$ cat src/rtl/div_unit_pkg.sv
// Shared types for the execute-stage divider: the 64-bit word type and the
// divider opcode/state enums, iteration counts and a W-result helper.
package common;
  typedef logic [63:0] u64;
endpackage

package pipes;
  import common::*;

  // Bit 2 selects the W form, bit 1 selects remainder, bit 0 selects unsigned.
  typedef enum logic [2:0] {
    DIV   = 3'd0,
    DIVU  = 3'd1,
    REM   = 3'd2,
    REMU  = 3'd3,
    DIVW  = 3'd4,
    DIVUW = 3'd5,
    REMW  = 3'd6,
    REMUW = 3'd7
  } divop_t;

  typedef enum logic [1:0] {
    IDLE = 2'd0,
    BUSY = 2'd1,
    DONE = 2'd2
  } div_state_t;

  localparam int unsigned DIV_ITER64 = 64;
  localparam int unsigned DIV_ITER32 = 32;

  function automatic logic op_is_w(input divop_t op);
    return op[2];
  endfunction

  function automatic logic op_is_rem(input divop_t op);
    return op[1];
  endfunction

  function automatic logic op_is_signed(input divop_t op);
    return ~op[0];
  endfunction

  // W results are always sign-extended from bit 31, even for unsigned W ops.
  function automatic u64 w_extend(input logic is_w, input u64 v);
    return is_w ? {{32{v[31]}}, v[31:0]} : v;
  endfunction
endpackage

$ cat src/rtl/div_unit_if.sv
// Execute <-> divider handshake bundle.
// Handshake: an operation is accepted on a rising edge where in_valid and
// in_ready are both high and flush is low; in_ready is high only while the
// unit is idle. out_valid is a one-cycle pulse and c stays stable until the
// next result is written. flush aborts any in-flight operation.
interface div_unit_if;
  import common::*;
  import pipes::*;

  logic       flush;
  logic       in_valid;
  logic       in_ready;
  u64         a;
  u64         b;
  divop_t     op;
  logic       out_valid;
  u64         c;
  div_state_t dbg_state;

  modport master (
    output flush, in_valid, a, b, op,
    input  in_ready, out_valid, c, dbg_state
  );

  modport slave (
    input  flush, in_valid, a, b, op,
    output in_ready, out_valid, c, dbg_state
  );
endinterface

$ cat src/rtl/div_step.sv
// One restoring division step: shift {rem, quo} left by one, then subtract
// the divisor from the partial remainder if it fits.
module div_step
  import common::*;
(
  input  logic [64:0] i_rem,
  input  u64          i_quo,
  input  u64          i_divisor,
  output logic [64:0] o_rem,
  output u64          o_quo
);
  // One extra bit so the shifted remainder never overflows before compare.
  logic [65:0] w_rem_sh;

  assign w_rem_sh = {i_rem, i_quo[63]};

  // Trial subtract; keep the difference and set the quotient bit when it fits.
  always_comb begin
    o_quo = {i_quo[62:0], 1'b0};
    o_rem = w_rem_sh[64:0];
    if (w_rem_sh >= {2'b00, i_divisor}) begin
      o_rem    = 65'(w_rem_sh - {2'b00, i_divisor});
      o_quo[0] = 1'b1;
    end
  end
endmodule

$ cat src/rtl/div_unit.sv
// Iterative radix-2 restoring divider for RV64 DIV/DIVU/REM/REMU and the W
// forms. Divide-by-zero and signed overflow resolve at accept; everything
// else runs 64 (or 32 for W) single-bit steps on operand magnitudes, with
// the sign fix-up and W extension applied on the way into DONE.
module div_unit
  import common::*;
  import pipes::*;
(
  input  logic      clk,
  input  logic      reset,
  div_unit_if.slave io
);
  div_state_t  r_state;
  logic [64:0] r_rem;
  u64          r_quo;
  u64          r_div;
  logic [6:0]  r_cnt;
  u64          r_c;
  logic        r_is_w;
  logic        r_is_rem;
  logic        r_neg_q;
  logic        r_neg_r;

  logic        w_accept;
  logic        w_is_w;
  logic        w_is_rem;
  logic        w_signed;
  u64          w_a_ext;
  u64          w_b_ext;
  logic        w_sa;
  logic        w_sb;
  u64          w_a_abs;
  u64          w_b_abs;
  logic        w_div_zero;
  logic        w_ovf;
  u64          w_min;
  u64          w_special_c;
  logic [64:0] w_nrem;
  u64          w_nquo;
  u64          w_q_fix;
  u64          w_r_fix;
  u64          w_final_c;

  assign w_accept = io.in_valid & (r_state == IDLE) & ~io.flush;
  assign w_is_w   = op_is_w(io.op);
  assign w_is_rem = op_is_rem(io.op);
  assign w_signed = op_is_signed(io.op);

  // Operand extension, magnitudes and special-case detection at accept.
  always_comb begin
    w_a_ext = io.a;
    w_b_ext = io.b;
    if (w_is_w) begin
      w_a_ext = w_signed ? {{32{io.a[31]}}, io.a[31:0]} : {32'b0, io.a[31:0]};
      w_b_ext = w_signed ? {{32{io.b[31]}}, io.b[31:0]} : {32'b0, io.b[31:0]};
    end
    w_sa       = w_signed & w_a_ext[63];
    w_sb       = w_signed & w_b_ext[63];
    w_a_abs    = w_sa ? (~w_a_ext + 64'd1) : w_a_ext;
    w_b_abs    = w_sb ? (~w_b_ext + 64'd1) : w_b_ext;
    w_div_zero = (w_b_ext == 64'd0);
    w_min      = w_is_w ? 64'hFFFF_FFFF_8000_0000 : 64'h8000_0000_0000_0000;
    w_ovf      = w_signed & (w_a_ext == w_min) & (w_b_ext == {64{1'b1}});
    if (w_div_zero) begin
      w_special_c = w_extend(w_is_w, w_is_rem ? w_a_ext : {64{1'b1}});
    end else begin
      w_special_c = w_extend(w_is_w, w_is_rem ? 64'd0 : w_a_ext);
    end
  end

  div_step u_step (
    .i_rem     (r_rem),
    .i_quo     (r_quo),
    .i_divisor (r_div),
    .o_rem     (w_nrem),
    .o_quo     (w_nquo)
  );

  // Sign fix-up and W extension of the result produced by the final step.
  always_comb begin
    w_q_fix   = r_neg_q ? (~w_nquo + 64'd1) : w_nquo;
    w_r_fix   = r_neg_r ? (~w_nrem[63:0] + 64'd1) : w_nrem[63:0];
    w_final_c = w_extend(r_is_w, r_is_rem ? w_r_fix : w_q_fix);
  end

  // Control FSM plus the datapath registers it sequences.
  always_ff @(posedge clk) begin
    if (reset) begin
      r_state  <= IDLE;
      r_rem    <= '0;
      r_quo    <= '0;
      r_div    <= '0;
      r_cnt    <= '0;
      r_c      <= '0;
      r_is_w   <= 1'b0;
      r_is_rem <= 1'b0;
      r_neg_q  <= 1'b0;
      r_neg_r  <= 1'b0;
    end else if (io.flush) begin
      r_state <= IDLE;
    end else begin
      case (r_state)
        IDLE: begin
          if (w_accept) begin
            r_is_w   <= w_is_w;
            r_is_rem <= w_is_rem;
            r_neg_q  <= w_sa ^ w_sb;
            r_neg_r  <= w_sa;
            if (w_div_zero || w_ovf) begin
              r_c     <= w_special_c;
              r_cnt   <= '0;
              r_state <= DONE;
            end else begin
              r_rem   <= '0;
              // W dividends sit in the top half so 32 shifts bring the
              // quotient down into bits [31:0].
              r_quo   <= w_is_w ? {w_a_abs[31:0], 32'b0} : w_a_abs;
              r_div   <= w_b_abs;
              r_cnt   <= w_is_w ? 7'(DIV_ITER32) : 7'(DIV_ITER64);
              r_state <= BUSY;
            end
          end
        end
        BUSY: begin
          r_rem <= w_nrem;
          r_quo <= w_nquo;
          r_cnt <= r_cnt - 7'd1;
          if (r_cnt == 7'd1) begin
            r_c     <= w_final_c;
            r_state <= DONE;
          end
        end
        DONE: begin
          r_state <= IDLE;
        end
        default: begin
          r_state <= IDLE;
        end
      endcase
    end
  end

  assign io.in_ready  = (r_state == IDLE);
  assign io.out_valid = (r_state == DONE);
  assign io.c         = r_c;
  assign io.dbg_state = r_state;
endmodule

$ cat src/flat_wrapper.sv
// flat-port wrapper written by rule: the top's interface ports become plain ports
module div_unit_flat import common::*; import pipes::*;
  (clk, reset, io_flush, io_in_valid, io_a, io_b, io_op, io_in_ready, io_out_valid, io_c, io_dbg_state);
  div_unit_if io_i ();
  input  logic clk;
  input  logic reset;
  input wire logic [$bits(io_i.flush)-1:0] io_flush;
  input wire logic [$bits(io_i.in_valid)-1:0] io_in_valid;
  input wire logic [$bits(io_i.a)-1:0] io_a;
  input wire logic [$bits(io_i.b)-1:0] io_b;
  input wire logic [$bits(io_i.op)-1:0] io_op;
  output wire logic [$bits(io_i.in_ready)-1:0] io_in_ready;
  output wire logic [$bits(io_i.out_valid)-1:0] io_out_valid;
  output wire logic [$bits(io_i.c)-1:0] io_c;
  output wire logic [$bits(io_i.dbg_state)-1:0] io_dbg_state;
  assign io_i.flush = io_flush;
  assign io_i.in_valid = io_in_valid;
  assign io_i.a = io_a;
  assign io_i.b = io_b;
  assign io_i.op = io_op;
  assign io_in_ready = io_i.in_ready;
  assign io_out_valid = io_i.out_valid;
  assign io_c = io_i.c;
  assign io_dbg_state = io_i.dbg_state;
  div_unit u_core (.clk(clk), .reset(reset), .io(io_i));
endmodule
$ cat config.mk
export PLATFORM = sky130hd
export DESIGN_NAME = div_unit_flat
export DESIGN_NICKNAME = d
export VERILOG_FILES = /design/src/rtl/div_unit_pkg.sv /design/src/rtl/div_unit_if.sv /design/src/rtl/div_step.sv /design/src/rtl/div_unit.sv /design/src/flat_wrapper.sv
export SDC_FILE = /design/constraint.sdc
export NUM_CORES = 1
export LEC_CHECK = 0
export BUFFER_PORTS_ARGS = -buffer_cell sky130_fd_sc_hd__buf_2
export CORE_UTILIZATION = 40
export CTS_CLUSTER_DIAMETER = 50
export DETAILED_ROUTE_END_ITERATION = 10
export PLACE_DENSITY_LB_ADDON = 0.1
export SLEW_MARGIN = 15
export SYNTH_ARGS = -nofsm -noshare
export SYNTH_HDL_FRONTEND = slang
export SYNTH_SLANG_ARGS = --single-unit
$ cat constraint.sdc
create_clock -name clk -period 7.7 [get_ports clk]
set_input_delay 0.77 -clock clk [delete_from_list [all_inputs] [get_ports clk]]
set_output_delay 0.77 -clock clk [all_outputs]
set_load 0.02 [all_outputs]
Word-level counts from Yosys, hierarchy flattened
Cells that the tools add are included.
{ "word_totals": {"regBits": 270, "latchBits": 0, "ram_bits": 0, "rom_bits": 0, "elab_cells": 88, "n_memories": 0} }
{ "classes": {"addsub": 6, "n_mul": 0, "div": 0, "magnitude_cmp": 1, "n_eq_ne": 9, "shift": 0, "n_mux": 37, "bitwise": 14, "n_reduce_logical": 11} }
{ "ops": {"columns": ["operator", "n"], "rows": [
  ["2-to-1 mux 64 bit", 21],
  ["adder 64 x 1 -> 64 bit (second input constant)", 4],
  ["inverter 64 bit", 4],
  ["one-hot mux 64 bit (2 select lines)", 2],
  ["2-to-1 mux 65 bit", 3],
  ["one-hot mux 65 bit (2 select lines)", 1],
  ["greater-or-equal comparator 66 x 64 -> 1 bit", 1],
  ["subtractor 65 x 64 -> 65 bit", 1],
  ["equality test 64 bit", 1],
  ["equality test 64 bit (second input constant)", 1],
  ["logical NOT 64 bit", 1],
  ["2-to-1 mux 63 bit", 1],
  ["2-to-1 mux 7 bit", 3],
  ["one-hot mux 7 bit (2 select lines)", 1],
  ["AND reduction 4 bit", 2],
  ["equality test 7 x 1 -> 1 bit (second input constant)", 1],
  ["subtractor 7 x 1 -> 7 bit (second input constant)", 1],
  ["bitwise AND 1 bit", 6],
  ["2-to-1 mux 2 bit", 3],
  ["inequality test 2 x 1 -> 1 bit (second input constant)", 3],
  ["AND reduction 3 bit", 2],
  ["AND reduction 5 bit", 1],
  ["one-hot mux 2 bit (2 select lines)", 1],
  ["inverter 1 bit", 3],
  ["10 further kinds", 10]
]} }

Longest topological paths before layout
{ "depth": {"ltp_word": 9, "ltp_mapped": 30, "depth_no_buf": 25} }

Cells and area by module
From an unflattened synthesis, not the netlist that was laid out.
{ "unflattened": {"cells_unflattened": 3465, "area_unflattened_um2": 24728.7} }
{ "by_module_without_submodules": {"columns": ["module", "instances", "cells_each", "area_per_inst_um2", "seq_area_each_um2"], "rows": [
  ["div_unit", 1, 2635, 19411.1, 5405.2],
  ["div_step", 1, 830, 5317.6, 0.0]
]} }

Worst setup path after synthesis
No wires, ideal clock.
{ "synth_path": {"kind": "register to register", "from": "register u_core.r_div[42]", "to": "register u_core.r_c[60] (netlist: u_core.io.c[60])", "arrival_ns": 5.643, "required_time_ns": 7.583, "slack_ns": 1.939, "stages_incl_launch_ff": 27, "synth_period_minus_slack_ns": 5.761, "cell_sequence": "dfxtp_1 -> inv_1 -> ha_1 -> buf_4 -> nand4_4 -> or4_1 -> or4_1 -> o22ai_2 -> a211oi_2 -> nand2_4 -> buf_2 -> buf_6 -> buf_2 -> buf_1 -> clkbuf_1 -> a21oi_1 -> inv_1 -> ha_1 -> inv_1 -> o41ai_4 -> nand2_1 -> nor3_1 -> nand4_2 -> o31ai_2 -> xnor2_1 -> o221ai_1 -> a32o_1"} }
{ "synth_via": {"elab_chain_cells": 9, "word_cells_on_any_way": 14, "classes_between": "add/sub (3); order compare (1); mux (8); bitwise (2)"} }
{ "synth_rtl": {"columns": ["item", "line_no", "source"], "rows": [
  ["from (decl)", "div_unit.sv:16", "u64 r_div;"],
  ["from (signal assigned)", "div_unit.sv:118", "r_div <= w_b_abs;"],
  ["subtractor 65 x 64 -> 65 bit or greater-or-equal comparator 66 x 64 -> 1 bit (tied branches)", "div_step.sv:22, div_step.sv:21", null],
  ["2-to-1 mux 65 bit or 2-to-1 mux 1 bit (tied branches)", "div_step.sv:21", "if (w_rem_sh >= {2'b00, i_divisor}) begin"],
  ["inverter 64 bit, on equally long branches", "div_unit.sv:82, div_unit.sv:81", null],
  ["adder 64 x 1 -> 64 bit, on equally long branches", "div_unit.sv:82, div_unit.sv:81", null],
  ["2-to-1 mux 64 bit, on equally long branches", "div_unit.sv:82, div_unit.sv:81", null],
  ["2-to-1 mux 64 bit *", "div_unit.sv:83", "w_final_c = w_extend(r_is_w, r_is_rem ? w_r_fix : w_q_fix);"],
  ["2-to-1 mux 64 bit *", "div_unit_pkg.sv:45", "return is_w ? {{32{v[31]}}, v[31:0]} : v;"],
  ["2-to-1 mux 64 bit *", "div_unit.sv:128", "if (r_cnt == 7'd1) begin"],
  ["one-hot mux 64 bit (2 select lines) *", "div_unit.sv:102", "case (r_state)"],
  ["to (signal assigned)", "div_unit.sv:110", "r_c <= w_special_c;"],
  ["to (signal assigned)", "div_unit.sv:129", "r_c <= w_final_c;"],
  ["to (decl)", "div_unit.sv:18", "u64 r_c;"]
]} }
Every way passes the cells marked *; elsewhere a longest branch is shown, timed or not. The select of a mux whose other input is x is not followed.
A chain may end at the register's enable or synchronous reset.

Worst setup path after layout
{ "layout_path": {"from": "register u_core.r_quo[63]", "to": "register u_core.r_c[60] (netlist: u_core.io.c[60])"} }
{ "layout_via": {"elab_chain_cells": 9, "word_cells_on_any_way": 14, "classes_between": "add/sub (3); order compare (1); mux (8); bitwise (2)"} }
{ "layout_rtl": {"columns": ["item", "line_no", "source"], "rows": [
  ["from (decl)", "div_unit.sv:15", "u64 r_quo;"],
  ["from (signal assigned)", "div_unit.sv:117", "r_quo <= w_is_w ? {w_a_abs[31:0], 32'b0} : w_a_abs;"],
  ["from (signal assigned)", "div_unit.sv:126", "r_quo <= w_nquo;"],
  ["subtractor 65 x 64 -> 65 bit or greater-or-equal comparator 66 x 64 -> 1 bit (tied branches)", "div_step.sv:22, div_step.sv:21", null],
  ["2-to-1 mux 65 bit or 2-to-1 mux 1 bit (tied branches)", "div_step.sv:21", null],
  ["inverter 64 bit, on equally long branches", "div_unit.sv:82, div_unit.sv:81", null],
  ["adder 64 x 1 -> 64 bit, on equally long branches", "div_unit.sv:82, div_unit.sv:81", null],
  ["2-to-1 mux 64 bit, on equally long branches", "div_unit.sv:82, div_unit.sv:81", null],
  ["2-to-1 mux 64 bit *", "div_unit.sv:83", null],
  ["2-to-1 mux 64 bit *", "div_unit_pkg.sv:45", null],
  ["2-to-1 mux 64 bit *", "div_unit.sv:128", null],
  ["one-hot mux 64 bit (2 select lines) *", "div_unit.sv:102", null]
]} }
Marked as above.

==> results.toml <==
[logic_synthesis]
syn_area_um2 = 24700
synth-simple-area-share = 0.265
synth_top_family_by_area = "compound AO/OA/AOI/OAI gates"
ys_seq_area_frac = 0.219
synthXorXnorAreaFrac = 0.0956
syn_area_per_cell_um2 = 6.92
synth_edf_count = 0
synthCells = 3562
synth_mux_area_frac = 0.0141
ys_ff_latch = 270
synth-adder-area-share = 0.0429
synth_compound_area_frac = 0.306
ys_warn_count = 0
synth_nets = 3769
async_reset_ff_frac = 0
ys.flop_type = "dfxtp_1"
synth_cell_types = 98

[clock_tree]
postCtsHoldBufs = 0
cts_resized = 0
htree_levels = 2
clock_path_buffers = 3
clock_latency_ps = 600
path_clk_slew_ps = 60
cts_sinks = 270
post-cts-setup-buffers = 0
cts_root_buffer = "clkbuf_16"
cts_buffers = 48
cts_tree = "done"

[placed_design]
port_buffers = 202
pre_cts_slack_ps = 1470
dp_hpwl_mm = 96.6
gp_congestion = 1.00

[final_layout]
area_delta_synth_final_pct = 12.5
num-nets-final = 3812
post_route_cells_drive_above_1_share = 0.111

[worst_setup_path]
startpoint_type = "register"
required_ps = 8190
rr_startpoint = "u_core.r_quo[63]"
crit_top_cell = "inv_1"
crit_path_top_delay_cell = "o31ai_4"
cpPeakStageDelay_ps = 550
reg2reg_depth = 22
crit_chain = "inv_1, ha_1, inv_1, fa_1, a211oi_1, o31ai_1, buf_4, a31oi_1, nor3_1, o31ai_4, nand2_4, mux2i_1, ha_1, inv_1, o41ai_4, nand2_1, nor3_1, nand4_2, o31ai_2, xnor2_1, o221ai_1, a32o_1"
worstPathArrival_ps = 6910
r2r_slack_ps = 1280
path_max_fanout = 42
path_class = "reg -> reg"
end_kind = "register"
r2r-end = "u_core.io.c[60]"

[sta]
post-route-min-period_ps = 6420
rsz0062_at_grt = "no"
hold_slack_ps = 447
drv_slew = 0
final.setup_skew_ps = 35.4
setup_ws_ps = 1280
setup_viol = 0
slew-limit-headroom = 0.178
finalSetupTns_ps = 0
finalHoldViolations = 0
clock.fmax_mhz = 156
tightest_slew_ps = 1220
fin_crit_sh = 0.834

[floorplanning]
die-height_um = 250
fp.dieW_um = 250
dieArea_um2 = 62600
std_cell_rows = 90
start_util = 0.407
coreArea_um2 = 60600
io_pins = 203

[power]
pwr-share-seq = 0.297
power.total_mw = 5.03
share_comb_of_total_power = 0.251
clkPwrFrac = 0.452
sw_frac_of_total = 0.357
net-switching-power_mw = 1.80
p_per_area_nw_per_um2 = 182
power.leakage_nw = 10.7
peakVddDrop_mv = 0.162
p_int_mw = 3.24

[min_path]
worstHoldStart = "u_core.r_div[53]"
worstHoldPathType = "reg -> reg"
holdPathStages = 2
min_to = "u_core.r_div[53]"

[route]
ant_nets = 0
vias = 28700
routed_via_density = 6.49
routed_wl_mm = 123
firstDrtPassIters = 8
drc = 0
wl_per_cell_um = 27.8
drt_iter0_drc = 3539

[global_routing]
grt_start_max_net_pins = 101
antenna_found_initial = 6
grt_pass1_wl_mm = 178
grt_pass1_vias = 26100
grt_util_all_layers = 0.378
grt.overflow.total = 0

[status]
outcome = "finished clean"

[job]
cap_violations = 0
[worst max-delay path, delay by kind of cell (launching register included)]
kind / cells / cell delay [ps]
AO/OA/AOI/OAI: 8 / 2610
AND/OR/NAND/NOR: 5 / 1580
adder cells (fa/ha/maj): 3 / 790
buffers and inverters: 4 / 460
multiplexers: 1 / 370
flip-flops: 1 / 330
XOR/XNOR: 1 / 150
[cell type report]
cell class / count / area, µm²
fill: 6331 / 32800
multi-input combinational: 2932 / 17900
sequential: 270 / 5410
clock buffer: 62 / 1360
timing repair buffer: 244 / 1350
tap: 782 / 978
inverter: 109 / 409
clock inverter: 26 / 324
antenna: 2 / 5.00
[worst max path at each step]
stage | from | end | cells past startpoint
detailed placement | u_core.r_quo[63] | u_core.io.c[60] | 22
finish | u_core.r_quo[63] | u_core.io.c[60] | 22
CTS | u_core.r_quo[63] | u_core.io.c[60] | 22
global route | u_core.r_quo[63] | u_core.io.c[60] | 24
global placement | u_core.r_quo[63] | u_core.io.c[60] | 22
floorplan | u_core.r_div[42] | u_core.io.c[60] | 26
[layer usage]
metal  routed length, µm  vias to the layer above  global-route usage
met2               52700                     1493               0.566
li1                    -                    13100                   -
met5                  42                        -                   0
met1               53000                    13900               0.523
met4                3840                        6               0.117
met3               13400                      197               0.102
[registers in the layout, indices dropped and copies added (netlist names)]
register	count
u_core.io.c	64
u_core.io.dbg_state	2
u_core.r_cnt	7
u_core.r_div	64
u_core.r_is_rem	1
u_core.r_is_w	1
u_core.r_neg_q	1
u_core.r_neg_r	1
u_core.r_quo	64
u_core.r_rem	65
[power by group through the flow]
stage               clock (mW)  sequential [mW]  combinational (mW)
global route              2.35             1.50                1.34
CTS                       2.28             1.49                1.22
floorplan                    0             1.51               0.750
detailed placement           0             1.52                1.21
global placement             0             1.52                1.21
finish                    2.27             1.50                1.27
[placed cells by master, fill, tap and decap left out, types with 11 or more instances in the layout]
cell type | Yosys | layout
a31oi_1 | 40 | 40
o41ai_1 | 28 | 28
o211ai_1 | 80 | 80
a21o_1 | 31 | 31
nand4_1 | 49 | 49
ha_1 | 71 | 71
buf_4 | 3 | 42
or3_1 | 54 | 54
dfxtp_1 | 270 | 267
and3_1 | 16 | 16
or4_1 | 33 | 33
a211oi_1 | 94 | 94
clkbuf_16 | 0 | 49
o21ai_0 | 224 | 224
a311oi_1 | 29 | 29
or2_2 | 17 | 17
a221oi_1 | 36 | 36
a32o_1 | 16 | 16
nand3_1 | 71 | 71
o21bai_1 | 11 | 11
a21oi_1 | 282 | 280
buf_2 | 30 | 200
and4_1 | 12 | 12
xor2_1 | 120 | 120
o21a_1 | 17 | 16
nand2b_1 | 23 | 21
a22oi_1 | 64 | 64
nor4_1 | 42 | 41
and2_1 | 19 | 19
inv_1 | 104 | 104
o31ai_1 | 47 | 47
nor3_1 | 131 | 131
o21ai_1 | 39 | 38
nor2_1 | 445 | 441
nor2b_1 | 24 | 23
mux2i_1 | 29 | 29
maj3_1 | 15 | 15
nand2_1 | 430 | 429
xnor2_1 | 149 | 149
[synthesized netlist by cell type, types with 36 or more instances]
master    instances  area (µm²)
or3_1            54         338
o31ai_1          47         353
nor2_1          445        1670
o211ai_1         80         601
a211oi_1         94         706
inv_1           104         390
nor3_1          131         656
o21ai_1          39         195
clkbuf_1        194         728
a31oi_1          40         250
xor2_1          120        1050
a22oi_1          64         480
a21oi_1         282        1410
nand4_1          49         307
xnor2_1         149        1310
ha_1             71         888
nand3_1          71         355
a221oi_1         36         315
o21ai_0         224        1120
dfxtp_1         270        5410
nand2_1         430        1610
nor4_1           42         263
[through the flow]
stage	util	std cells	instance area, µm²
2_1_floorplan	-	3562	24700
3_3_place_gp	0.430	4337	26000
3_5_place_dp	0.430	4337	26100
4_1_cts	0.458	4425	27700
5_1_grt	0.458	4425	27700
6_report	0.458	4427	27700
[kinds of logic (layout without fill, tap and decap cells)]
logic type                 count (synthesis)  in the layout
DFF                                      270            270
and+or+nand+nor                         1404           1404
AOI/OAI and AO/OA                       1138           1138
other                                      0              2
buffers and inverters                    360            441
xor gates and xnor gates                 269            269
adders and majority gates                 87             87
muxes                                     34             34
No activity file was read; power rests on OpenSTA's default activity.
